## src/rtl/argmax_readout.sv

```systemverilog
// Walks the combination block's rows after done_comb rises and publishes
// the per-node argmax class index (lowest index wins on ties).
module argmax_readout #(
  parameter int FEATURE_ROWS      = 6,
  parameter int WEIGHT_COLS       = 3,
  parameter int DOT_PROD_WIDTH    = 16,
  parameter int MAX_ADDRESS_WIDTH = 2,
  parameter int ROW_BW            = 3
) (
  input  logic                         clk,
  input  logic                         rst,
  input  logic                         done_comb,
  input  logic [DOT_PROD_WIDTH-1:0]    adj_fm_wm_row [0:WEIGHT_COLS-1],
  output logic [ROW_BW-1:0]            read_row,
  output logic [MAX_ADDRESS_WIDTH-1:0] max_addi_answer [0:FEATURE_ROWS-1],
  output logic                         result_valid,
  output logic [ROW_BW-1:0]            result_row,
  output logic [MAX_ADDRESS_WIDTH-1:0] result_addr,
  output logic                         done
);

  // state | meaning
  // IDLE  | waiting for first done_comb rising edge
  // SCAN  | one row per cycle, read_row is the row counter
  // DONE  | results held, done high, waiting for a new done_comb edge
  typedef enum logic [1:0] {IDLE, SCAN, DONE} state_t;

  localparam logic [ROW_BW-1:0] LAST_ROW = ROW_BW'(FEATURE_ROWS - 1);

  state_t                         state;
  logic                           done_comb_q;
  logic                           comb_rise;
  logic [DOT_PROD_WIDTH-1:0]      best_val;
  logic [MAX_ADDRESS_WIDTH-1:0]   best_idx;

  assign comb_rise = done_comb & ~done_comb_q;

  // Strict greater-than keeps the lowest index on ties.
  always_comb begin
    best_val = adj_fm_wm_row[0];
    best_idx = '0;
    for (int i = 1; i < WEIGHT_COLS; i++) begin
      if (adj_fm_wm_row[i] > best_val) begin
        best_val = adj_fm_wm_row[i];
        best_idx = MAX_ADDRESS_WIDTH'(i);
      end
    end
  end

  // read_row doubles as the row counter; it is held at 0 outside SCAN.
  always_ff @(posedge clk) begin
    if (rst) begin
      state        <= IDLE;
      done_comb_q  <= 1'b0;
      read_row     <= '0;
      result_valid <= 1'b0;
      result_row   <= '0;
      result_addr  <= '0;
      done         <= 1'b0;
      for (int i = 0; i < FEATURE_ROWS; i++) max_addi_answer[i] <= '0;
    end else begin
      done_comb_q  <= done_comb;
      result_valid <= 1'b0;
      case (state)
        IDLE: begin
          read_row <= '0;
          if (comb_rise) state <= SCAN;
        end
        SCAN: begin
          max_addi_answer[read_row] <= best_idx;
          result_valid <= 1'b1;
          result_row   <= read_row;
          result_addr  <= best_idx;
          if (read_row == LAST_ROW) begin
            state    <= DONE;
            done     <= 1'b1;
            read_row <= '0;
          end else begin
            read_row <= read_row + 1'b1;
          end
        end
        DONE: begin
          read_row <= '0;
          if (comb_rise) begin
            state <= SCAN;
            done  <= 1'b0;
          end
        end
        default: state <= IDLE;
      endcase
    end
  end

endmodule
```

## config.mk

```make
export PLATFORM = sky130hd
export DESIGN_NAME = argmax_readout
export DESIGN_NICKNAME = d
export VERILOG_FILES = /design/src/rtl/argmax_readout.sv
export SDC_FILE = /design/constraint.sdc
export NUM_CORES = 1
export LEC_CHECK = 0
export BUFFER_PORTS_ARGS = -buffer_cell sky130_fd_sc_hd__buf_2
export CORE_MARGIN = 5
export CORE_UTILIZATION = 50
export DETAILED_ROUTE_END_ITERATION = 8
export PLACE_DENSITY_LB_ADDON = 0.3
export SYNTH_ARGS = -nofsm -noshare
export SYNTH_HDL_FRONTEND = slang
export SYNTH_SLANG_ARGS = --single-unit
export TNS_END_PERCENT = 20
```

## constraint.sdc

```tcl
create_clock -name clk -period 4.9 [get_ports clk]
set_clock_uncertainty 0.2 [all_clocks]
set_input_delay 0.49 -clock clk [delete_from_list [all_inputs] [get_ports clk]]
set_output_delay 0.49 -clock clk [all_outputs]
set_load 0.01 [all_outputs]
```

==> results.md, run 1 <==
- The synthesis-to-layout area growth is 22.44%.
- The critical path is of the input port to flip-flop type.
- The cell leakage power is 0.001229 uW.
- Yosys printed 0 warnings.
- Once detail routing completed, the nets flagged for antenna violations numbered 0.
- The distinct cell type count of the synthesized netlist is 34.
- The placeable core area is 0.003716 mm^2.
- Together, buffers and inverters on the worst path number 3.
- The sum of negative setup slack is 0 ps.
- The DRC violations left is 0.
- The CTS tree is built.
- After detailed routing, the average wire length per cell comes to 12.62 um.
- The tightest min-delay check is of the flip-flop to flip-flop type.
- The antenna diode count is 0.
- On the worst path, the slowest cell contributes a delay of 590 ps.
- The later pin in the worst-skew pair is clocked with a latency of 270 ps.
- The highest attainable clock frequency is 232.7 MHz.
- The fraction of synthesized cell area taken by the top area cell type is 25.64%.
- The worst max-slew margin expressed relative to the limit is 47.54%.
- The max-capacitance violation count is 0.
- The flow ran to the end, and the final reports show no timing, DRC or antenna violations.
- CTS placed an instance of sky130_fd_sc_hd__clkbuf_8 at the clock tree root.
- The cell family contributing the most delay on the critical path is compound AO/OA/AOI/OAI gates.
- Row generation in the floorplan step produced 22 rows.
- The share of the core filled with cells is 64.31%.
- The number of buffers added on ports is 72.
- The number of nets in the synthesized netlist is 313.
- The element type at the critical path end is a flip-flop.
- The largest net degree at the start of global routing is 30.
- The signal on the critical path passes through buf_2, inv_1, ha_1, a21oi_2, nand2_1, a221o_1, o31ai_4, buf_4, mux2i_1, ha_1, a21oi_1, o21ai_0, a221o_1, o31a_1, o31ai_1.
- After clock tree synthesis, the clock-pin slew on the worst setup and hold paths is 80 ps.
- Ranked by total cell area, the synthesized netlist is headed by sky130_fd_sc_hd__dfxtp_1 (26%), sky130_fd_sc_hd__ha_1 (21%), sky130_fd_sc_hd__mux2i_1 (8.2%).
- The sequential cells in the finished layout cover a total of 500.5 um^2.
- The total grt overflow is 0.
- Summed over all nets, the half-perimeter wirelength after detailed placement is 3.750 mm.
- The post-synthesis cell area is 0.001952 mm^2.
- The number of gates resized after cts is 0.
- TritonCTS created 3 clock buffers.
- Counting flops with an async set or reset pin after synthesis yields a share of 0%.
- The number of sinks on the clock net is 25.
- Using the TritonRoute via totals, the vias-per-cell ratio works out to 5.347.
- At the pin with the least slew margin, the transition time is 780.9 ps.
- The number of placed I/O pins is 73.
- The post-layout instance area is 0.002390 mm^2.
- In this run the register-to-register setup slack is 3090 ps.
- The die covers 0.005253 mm^2.
- The detailed-routing iteration count for the pre-antenna-repair pass is 4.
- Counting along the longest clock path gives a buffer depth of 2.
- For this run, the leading register cell type out of synthesis is sky130_fd_sc_hd__dfxtp_1.
- The design draws 483.3 uW.
- The share of the Yosys chip area taken by registers is 25.64%.
- Counting flops with a built-in enable in the synthesized netlist gives 0.
- The required arrival time at the worst endpoint is 4880 ps.
- The hold buffer count at cts is 0.
- The global-route wire length before repair is 7.196 mm.
- At the placement stage, the worst setup path has a slack of 334.2 ps.
- Data on the critical path arrives at its endpoint at 4280 ps.
- The buffer count from post-CTS setup fixing is 0.
- The final hold violation count is 0.
- The number of antenna violations at the first check in global routing is 0.
- Dividing total power by cell area gives a power density of 202.2 mW/mm^2.
- The post-synthesis sequential element count is 25.
- The initial core utilization is 52.53%.
- The global-route usage over all layers is 16.82%.
- The startpoint kind of the worst setup timing path is an input port.
- The count of H-tree levels built during CTS is 1.
- Setup repair after global routing left no endpoint under its margin.
- The number of standard cells after synthesis is 230.
- After detailed placement, the total cell area comes to 0.002345 mm^2.
- At the end of routability-driven placement, the weighted congestion stood at 0.7991.
- The worst-case IR drop observed on VDD is 75.51 uV.
- The number of violations reported at the end of detailed-routing iteration 0 is 47.
- The final layout contains 385 nets.
- Summing all multi-input logic gate instances after layout gives 0.001345 mm^2.
- The per-instance average area after synthesis is 8.486 um^2.
- The routed layout has 1866 vias.
- The filler cells instantiated in the layout total 351.
- The fraction of layout cells with a size suffix above 1 is 26.91%.
- The detailed-route wire length is 4.406 mm.
- In the finished design, the share of the clock period the worst path needs comes to 87.71%.
- The y dimension of the die is 72.48 um.
- The leading area contributor after synthesis is sky130_fd_sc_hd__dfxtp_1.
- Setup violations remaining at the end of the flow were counted as 0.
- The slowest cell on the critical path is sky130_fd_sc_hd__o31ai_4.
- The minimum period implied by the final worst setup slack is 4298 ps.
- The number of global-route vias before repair was 1743.
- In this run the worst path has a maximum fanout of 14.
- The post-layout worst setup margin is 602.3 ps.
- The number of slew-limit violations in the final report is 0.
- Measured along the x axis, the die boundary spans 72.48 um.
[registers in the layout (all words and copies together) (netlist names)]
register         count
done_comb_q          1
state                2
result_addr          2
result_row           3
done                 1
max_addi_answer     12
read_row             3
result_valid         1
[worst min-delay path, stage by stage (launching register included)]
cell                      delay, ps
sky130_fd_sc_hd__dfxtp_1        310
sky130_fd_sc_hd__nand2_1         50
sky130_fd_sc_hd__a21oi_1         50
[power breakdown]
part           leakage (uW)  total [uW]  internal [uW]  switching (uW)
clock network     0.0000228         119           58.1            60.5
logic               0.00100         153           71.5            81.8
registers          0.000202         211            208            3.62
[cell families (layout without fill, tap and decap cells)]
kind of cell / Yosys count / count (layout) / share of synthesized area, %
mux: 18 / 18 / 9.551
fa+ha+maj: 32 / 32 / 20.51
flops: 25 / 25 / 25.64
simple gates: 86 / 86 / 22.76
compound gates: 44 / 44 / 16.09
buf+inv: 25 / 96 / 5.448
[area by class of cell]
class | instances | area share (%)
Tap cell | 48 | 2.513
Inverter | 19 | 2.984
Sequential cell | 25 | 20.94
Clock buffer | 4 | 1.885
Multi-Input combinational cell | 180 | 56.28
Timing Repair Buffer | 73 | 15.39
[synthesized netlist by cell type (2+ instances only)]
cell and number:
sky130_fd_sc_hd__nand2b_1 3, sky130_fd_sc_hd__a21o_1 3, sky130_fd_sc_hd__inv_1 18, sky130_fd_sc_hd__nor3_1 2, sky130_fd_sc_hd__ha_1 32, sky130_fd_sc_hd__a221o_1 2, sky130_fd_sc_hd__a21oi_2 2, sky130_fd_sc_hd__clkbuf_1 4
sky130_fd_sc_hd__nor4_1 2, sky130_fd_sc_hd__o21ai_0 3, sky130_fd_sc_hd__nor2_1 16, sky130_fd_sc_hd__nand2_1 22, sky130_fd_sc_hd__dfxtp_1 25, sky130_fd_sc_hd__nor3b_1 2, sky130_fd_sc_hd__mux2i_1 16, sky130_fd_sc_hd__a22o_1 6
sky130_fd_sc_hd__nand3b_1 8, sky130_fd_sc_hd__nand3_1 7, sky130_fd_sc_hd__a21oi_1 16, sky130_fd_sc_hd__nor2b_1 15, sky130_fd_sc_hd__o31ai_1 7, sky130_fd_sc_hd__nand4_1 7
[per-stage QoR]
step | cells | hold slack (ps)
2_1_floorplan | 230 | 280.5
3_5_place_dp | 345 | 247.7
4_1_cts | 349 | 258.3
6_report | 349 | 258.1
3_3_place_gp | 345 | 243.9
5_1_grt | 349 | 282.9
[final timing paths]
| kind | to | cells past startpoint | start |
|---|---|---|---|
| worst min-delay path | result_row[2]$_SDFFE_PP0P_ | 2 | result_row[2]$_SDFFE_PP0P_ |
| worst max-delay path | max_addi_answer[0]$_SDFFE_PP0P_ | 15 | adj_fm_wm_row[46] |
| worst min register to register | result_row[2]$_SDFFE_PP0P_ | 2 | result_row[2]$_SDFFE_PP0P_ |
| worst max register to register | max_addi_answer[0]$_SDFFE_PP0P_ | 5 | state[0]$_SDFFE_PP0P_ |
[per-layer routing]
layer | share of wire, % | track usage, % | routed length, um | vias up
met1 | 46 | 20.82 | 2019 | 846
met5 | 0 | 0 | 0 | -
met3 | 6.6 | 4.432 | 291 | 6
met2 | 46 | 28.51 | 2029 | 46
li1 | - | - | - | 968
met4 | 1.5 | 5.123 | 65 | 0
[cells in the final DEF (no fill, tap or decap), types with 2 or more instances in the layout]
cell,instances
sky130_fd_sc_hd__a21oi_2,2
sky130_fd_sc_hd__nand4_1,7
sky130_fd_sc_hd__nor3_1,2
sky130_fd_sc_hd__a21oi_1,16
sky130_fd_sc_hd__nor2b_1,15
sky130_fd_sc_hd__mux2i_1,16
sky130_fd_sc_hd__nand2b_1,3
sky130_fd_sc_hd__dfxtp_1,25
sky130_fd_sc_hd__nor4_1,2
sky130_fd_sc_hd__nor2_1,16
sky130_fd_sc_hd__a21o_1,3
sky130_fd_sc_hd__nor3b_1,2
sky130_fd_sc_hd__inv_1,18
sky130_fd_sc_hd__nand3_1,7
sky130_fd_sc_hd__a221o_1,2
sky130_fd_sc_hd__o21ai_0,3
sky130_fd_sc_hd__a22o_1,6
sky130_fd_sc_hd__ha_1,32
sky130_fd_sc_hd__o31ai_1,7
sky130_fd_sc_hd__nand3b_1,8
sky130_fd_sc_hd__clkbuf_8,3
sky130_fd_sc_hd__nand2_1,22
sky130_fd_sc_hd__buf_2,72
No activity file was read; power rests on OpenSTA's default activity.
==> run 2, diff against run 1 <==
- ABC_CLOCK_PERIOD_IN_PS: unset -> 4900
- RECOVER_POWER: unset -> 100
==> run 2 against run 1 <==
Effect of this change:
- flip-flop and latch count unchanged
- routed wire length increased by 0.48%
- combinational power about the same
- largest cell class unchanged
- highest routed layer unchanged
==> results.md, run 2 (synthesis gave the netlist of run 1 again) <==
- Relative to the synthesized area, the layout overhead comes to 20.96%.
- The clock input transition at the sequential cells of the worst setup and hold paths is 80 ps.
- The multi-input combinational cells in the finished layout cover a total of 0.001345 mm^2.
- The floorplan die width is 72.48 um.
- The total overflow left after global routing is 0.
- The floorplan has 22 rows.
- The initial core utilization is 52.53%.
- The number of flip-flops in the largest register is 12.
- The buffer count from post-CTS setup fixing is 0.
- In this run the power density over the cells is 204.4 mW/mm^2.
- The average via count per standard cell is 5.330.
- The required arrival time at the worst endpoint is 4880 ps.
- The y dimension of the die is 72.48 um.
- In this run the static leakage power is 0.001131 uW.
- max_addi_answer holds more flip-flops than any other register.
- The number of buffers added on ports is 72.
- The highest fanout seen on the critical path is 14.
- TritonCTS built the clock tree.
- The post-placement cell area is 0.002345 mm^2.
- Walking the worst path, the cells encountered are buf_2, inv_1, ha_1, a21oi_2, nand2_1, a221o_1, o31ai_4, buf_4, mux2i_1, ha_1, a21oi_1, o21ai_0, a221o_1, o31a_1, o31ai_1.
- The worst max-slew margin expressed relative to the limit is 29.56%.
- The die covers 0.005253 mm^2.
- The final hold violation count came to 0.
- After detailed routing, the total wire length is 4.427 mm.
- The DRC violations left is 0.
- The element type at the critical path end is a flip-flop.
- At the pin with the least slew margin, the transition time is 1057 ps.
- The routed layout has 1860 vias.
- Leaving out filler cells and counting taps, the final layout contains 349.
- The post-layout worst setup margin is 602.6 ps.
- After filler insertion, the fill cell instance count of the layout stands at 363.
- The number of placed I/O pins is 73.
- After layout, the minimum clock period comes to 4297 ps.
- The half-perimeter wire length after placement is 3.750 mm.
- At the placement stage, the worst setup path has a slack of 334.2 ps.
- The class of the tightest hold or removal check is flip-flop to flip-flop.
- In this run, the number of DRC markers left after iteration 0 of detailed routing was 78.
- The post-layout instance area is 0.002361 mm^2.
- The worst setup path is of the input port to flip-flop kind.
- The maximum count of clock buffers along a single path is 2.
- Setup repair after global routing left no endpoint under its margin.
- The run finished with clean final reports.
- The fraction of layout cells with a size suffix above 1 is 19.27%.
- The number of antenna violations at the first check in global routing was 0.
- Once placement completed, the tool counted placed cells totaling 345.
- In this run, post-CTS repair resized a total of 0 instances.
- The sum of negative setup slack is 0 ps.
- Before antenna repair, the detailed router went through 4 iterations.
- The hold buffer count at cts is 0.
- The antenna diode count is 0.
- The remaining number of nets flagged by the antenna check after routing is 0.
- The sequential cells in the finished layout cover a total of 500.5 um^2.
- The maximum single-stage delay on the critical path is 590 ps.
- The clock tree root buffer cell is sky130_fd_sc_hd__clkbuf_8.
- In this run the standard cell core region covers 0.003716 mm^2.
- For this design, the slowest cell found on the critical path is sky130_fd_sc_hd__o31ai_4.
- In the layout the commonest cells are sky130_fd_sc_hd__buf_2 (49), sky130_fd_sc_hd__ha_1 (32), sky130_fd_sc_hd__dfxtp_1 (25), sky130_fd_sc_hd__clkbuf_1 (24), sky130_fd_sc_hd__nand2_1 (22).
- The largest registers in the layout are max_addi_answer x12, read_row x3, result_row x3.
- Dividing the detail-routed wire length by the instance count gives 12.68 um.
- At the end of routability-driven placement, the weighted congestion stood at 0.7991.
- Setup violations remaining at the end of the flow were counted as 0.
- The count of H-tree levels built during CTS is 1.
- The number of slew-limit violations in the final report is 0.
- The max-capacitance violation count is 0.
- The largest net degree at the start of global routing is 30.
- The global-route wire length before repair is 7.196 mm.
- The global-route usage over all layers is 16.82%.
- The most frequent standard cell in the layout excluding fill and tap cells is sky130_fd_sc_hd__buf_2.
- The TritonCTS buffer count is 3.
- The worst supply voltage drop on vdd is 74.20 uV.
- At the end of the flow, the number of nets in the layout was 385.
- The number of global-route vias before repair is 1743.
- The highest attainable clock frequency is 232.7 MHz.
- The startpoint kind of the worst setup timing path is an input port.
- Data arrives at the worst endpoint at 4280 ps.
- The later-pin clock latency in the skew report is 270 ps.
- Clock tree synthesis found a total of 25 sinks.
- The final critical path takes up 87.70% of the cycle.
[run 2: power by group]
part	switching, uW	internal (uW)	total, uW
registers	3.77	208	212
logic	81.8	70.5	152
clock network	60.5	58.1	119
total	146	336	482
[run 2: layer usage]
layer	track usage, %	wire (um)
met3	4.432	297
met1	20.82	2045
met5	0	0
met4	5.123	65
met2	28.51	2019
[run 2: through the flow]
step                utilization, %  power (uW)  hold slack (ps)
finish                       63.54       482.5            259.3
global route                 63.54       517.7            284.1
detailed placement           63.10       369.7            247.7
floorplan                        -       322.9            280.5
CTS                          64.31       486.5            258.3
global placement             63.10       366.8            243.9
[run 2: cell type report]
type | instances | area share [%]
sequential | 25 | 21.20
clock buffer | 4 | 1.908
tap | 48 | 2.544
timing repair buffer | 73 | 14.36
multi-input combinational | 180 | 56.97
inverter | 19 | 3.021
[run 2: worst paths after layout]
check                               endpoint                  startpoint  depth (start not counted)  slack [ps]
max          max_addi_answer[0]$_SDFFE_PP0P_           adj_fm_wm_row[46]                         15         600
min               result_row[1]$_SDFFE_PP0P_  result_row[1]$_SDFFE_PP0P_                          2         260
max reg2reg  max_addi_answer[0]$_SDFFE_PP0P_       state[0]$_SDFFE_PP0P_                          5        3090
min reg2reg       result_row[1]$_SDFFE_PP0P_  result_row[1]$_SDFFE_PP0P_                          2         260
[run 2: worst max-delay path, delay by kind of cell]
| kind | cells | cell delay [ps] |
|---|---|---|
| adders and majority gates | 2 | 580 |
| muxes | 1 | 230 |
| AOI/OAI and AO/OA | 8 | 2470 |
| buffers and inverters | 3 | 430 |
| and+or+nand+nor | 1 | 70 |
==> run 3, diff against run 2 <==
- ABC_CLOCK_PERIOD_IN_PS: 4900 -> 4500
- CORE_UTILIZATION: 50 -> 45
- clock period: 4.9 -> 4.5 ns (I/O delays scaled with it)
==> run 3 against run 2 <==
Effect of this change:
- first-iteration DRC count shrank 12%
- clock power up 13%
- highest routed layer unchanged
- routed wire length rose by 5.0%
- critical path type unchanged
==> results.md, run 3 (synthesis gave the netlist of run 1 again) <==
- In this run the tightest slew margin relative to its limit is 27.91%.
- Routability-driven placement finished with a final weighted congestion of 0.7961.
- The critical path contains buffers and inverters numbering 3 combined.
- The minimum period implied by the final worst setup slack is 4015 ps.
- Derived from the worst setup path, the maximum achievable clock frequency is 249.1 MHz.
- Dividing the final minimum period by the clock period gives 89.23%.
- The end point of the worst hold path is done_comb_q$_SDFF_PP0_.
- The class of the tightest hold or removal check is input port to flip-flop.
- At the pin with the least slew margin, the transition time is 1081 ps.
- The first detailed-routing pass ran for 4 iterations.
- Compared with the post-synthesis result, the final layout area differs by 21.60%.
- The placeable core area is 0.004294 mm^2.
- Clock latency on the worst-skew pair, taken at its later pin, is 270 ps.
- The number of sinks on the clock net is 25.
- The total power per unit cell area is 225.2 mW/mm^2.
- Counting instances, the worst hold path has a depth of 2.
- The number of slew-limit violations in the final report is 0.
- The tree is rooted in a sky130_fd_sc_hd__clkbuf_8.
- The TritonCTS buffer count is 3.
- Setup violations remaining at the end of the flow were counted as 0.
- The largest registers in the layout are max_addi_answer x12, read_row x3, result_row x3.
- At the worst endpoint, the required time is 4480 ps.
- The CTS tree is built.
- The clock network burns 25.1% of the power.
- The run finished with clean final reports.
- In this run the remaining antenna-violating nets after routing total 0.
- The number of buffers added on ports is 72.
- The register bank with the most flops is max_addi_answer.
- The worst register-to-register path has a setup slack of 2640 ps.
- The average via count per standard cell is 5.205.
- Global routing used 16.41% of the available tracks.
- The critical path runs through a total of 15 cells.
- The filler cells instantiated in the layout total 451.
- The maximum count of clock buffers along a single path is 2.
- After layout, the worst setup slack is 484.8 ps.
- The y dimension of the die is 75.86 um.
- In the final design database the tool counted 388 nets.
- The sum of negative setup slack is 0 ps.
- The maximum single-stage delay on the critical path is 360 ps.
- The first global-routing pass estimated 7.334 mm of wire.
- The most frequent standard cell in the layout excluding fill and tap cells is sky130_fd_sc_hd__buf_2.
- The net switching power is 168.0 uW.
- Of the total power, the share spent switching nets is 31.44%.
- The worst-case IR drop observed on VDD is 118.5 uV.
- The number of gates resized after cts is 0.
- The register with the most flip-flops in the layout has 12 of them.
- In the final routed layout, each cell accounts on average for 13.06 um.
- The total grt overflow is 0.
- The buffer count from post-CTS setup fixing is 0.
- After clock tree synthesis, the clock-pin slew on the worst setup and hold paths is 90 ps.
- Walking the worst path, the cells encountered are buf_2, ha_1, a21oi_1, o21ai_0, a221o_1, o31ai_1, buf_4, mux2i_1, ha_1, a21oi_1, nand2_1, a221o_1, o31a_1, clkbuf_2, o31ai_1.
- The half-perimeter wire length after placement is 3.853 mm.
- The worst register-to-register path has a depth of 5.
- The final hold violation count was 0.
- The number of antenna violations at the first check in global routing came to 0.
- For this configuration, the core starts out at a cell density of 45.45%.
- The floorplan step defined a die boundary enclosing 0.005755 mm^2.
- Summed over all layers, the routed wires come to 4.650 mm.
- The detailed router placed 1853 vias in this run.
- The relative contribution of combinational cells to total power is 31.8%.
- The number of global-route vias before repair was 1672.
- In this run the horizontal extent of the chip is 75.86 um.
- The startpoint kind of the worst setup timing path is an input port.
- The launch instance of the worst min-delay path is done_comb.
- The number of antenna diodes in the final layout is 0.
- The count of H-tree levels built during CTS is 1.
- The highest fanout seen on the critical path is 14.
- The worst flop-to-flop path endpoint is max_addi_answer[0]$_SDFFE_PP0P_.
- The fraction of layout cells with a size suffix above 1 is 20.07%.
- Before CTS, the worst setup slack after placement is 364.3 ps.
- The tool flagged a number of max-cap violations equal to 0.
- In the routed design, unresolved DRC markers number 0.
- The number of hold buffers added after CTS was 0.
- The largest net degree at the start of global routing is 30.
- The setup path with the least slack is of type input port to flip-flop.
- The initialized floorplan defines 24 standard-cell rows.
- The arrival time of data at the critical path endpoint is 4000 ps.
- For this design the static power due to leakage is 0.001143 uW.
- The worst reg2reg path startpoint is state[0]$_SDFFE_PP0P_.
- Broken down by cell family, the worst path's largest delay share belongs to compound AO/OA/AOI/OAI gates.
- Pin placement for this block handled 73 I/O pins.
- Setup repair after global routing left no endpoint under its margin.
- The number of violations reported at the end of detailed-routing iteration 0 is 69.
- Per report_power, the sequential group accounts for 43.1% of the total.
- The slowest cell on the critical path is sky130_fd_sc_hd__a221o_1.
- The top cell types in the final layout, fill and taps aside, are sky130_fd_sc_hd__buf_2 (49), sky130_fd_sc_hd__ha_1 (32), sky130_fd_sc_hd__dfxtp_1 (25), sky130_fd_sc_hd__clkbuf_1 (23), sky130_fd_sc_hd__nand2_1 (22).
- The element type at the critical path end is a flip-flop.
- Internal power comes to 366.4 uW.
==> run 3: cell types whose count changed in the layout (fill, tap and decap cells not counted) <==
cell,previous run,this run
sky130_fd_sc_hd__buf_4,1,3
sky130_fd_sc_hd__clkbuf_1,24,23
sky130_fd_sc_hd__clkbuf_2,0,1
sky130_fd_sc_hd__clkinv_2,0,1
sky130_fd_sc_hd__o31ai_1,7,8
sky130_fd_sc_hd__o31ai_4,1,0
==> run 3: worst max path at each step <==
stage / startpoint / endpoint
final: adj_fm_wm_row[21] / max_addi_answer[10]$_SDFFE_PP0P_
after global routing: adj_fm_wm_row[37] / max_addi_answer[10]$_SDFFE_PP0P_
after CTS: adj_fm_wm_row[21] / max_addi_answer[10]$_SDFFE_PP0P_
after detailed placement: adj_fm_wm_row[21] / max_addi_answer[8]$_SDFFE_PP0P_
after global placement: adj_fm_wm_row[21] / max_addi_answer[1]$_SDFFE_PP0P_
after floorplan: adj_fm_wm_row[46] / max_addi_answer[11]$_SDFFE_PP0P_
==> run 3: through the flow <==
step                      area, um^2  cells  utilization (%)  total power, uW  hold WS (ps)
final                           2374    356            55.27            534.4         213.2
after floorplan                 1952    230                -            351.6         280.5
after CTS                       2419    356            56.32            543.4         213.7
after global routing            2374    356            55.27            572.3         208.5
after detailed placement        2372    352            55.24            410.0         244.3
after global placement          2372    352            55.24            405.2         241.3
==> run 3: power groups by stage <==
stage	registers, uW	clock network (uW)	logic, uW
2_1_floorplan	237	0	115
3_3_place_gp	235	0	170
3_5_place_dp	235	0	175
4_1_cts	230	137	176
5_1_grt	231	148	194
6_report	230	134	170
==> run 3: layout make-up <==
class	count	area, um^2	share of cell area (%)
flip-flops and latches	25	500.5	21.09
multi-input cells	180	1331	56.09
inverters	19	71.32	3.005
clock inverters	1	5.005	0.2109
well taps	52	65.06	2.741
repair buffers	76	359.1	15.13
clock buffers	3	41.29	1.740
==> run 3: routing by layer <==
layer | share of wire, % | vias to the layer above | track usage, %
li1 | - | 977 | -
met5 | 0 | - | 0
met1 | 48 | 832 | 22.48
met4 | 0.22 | 0 | 1.748
met2 | 46 | 42 | 27.09
met3 | 5.6 | 2 | 3.826
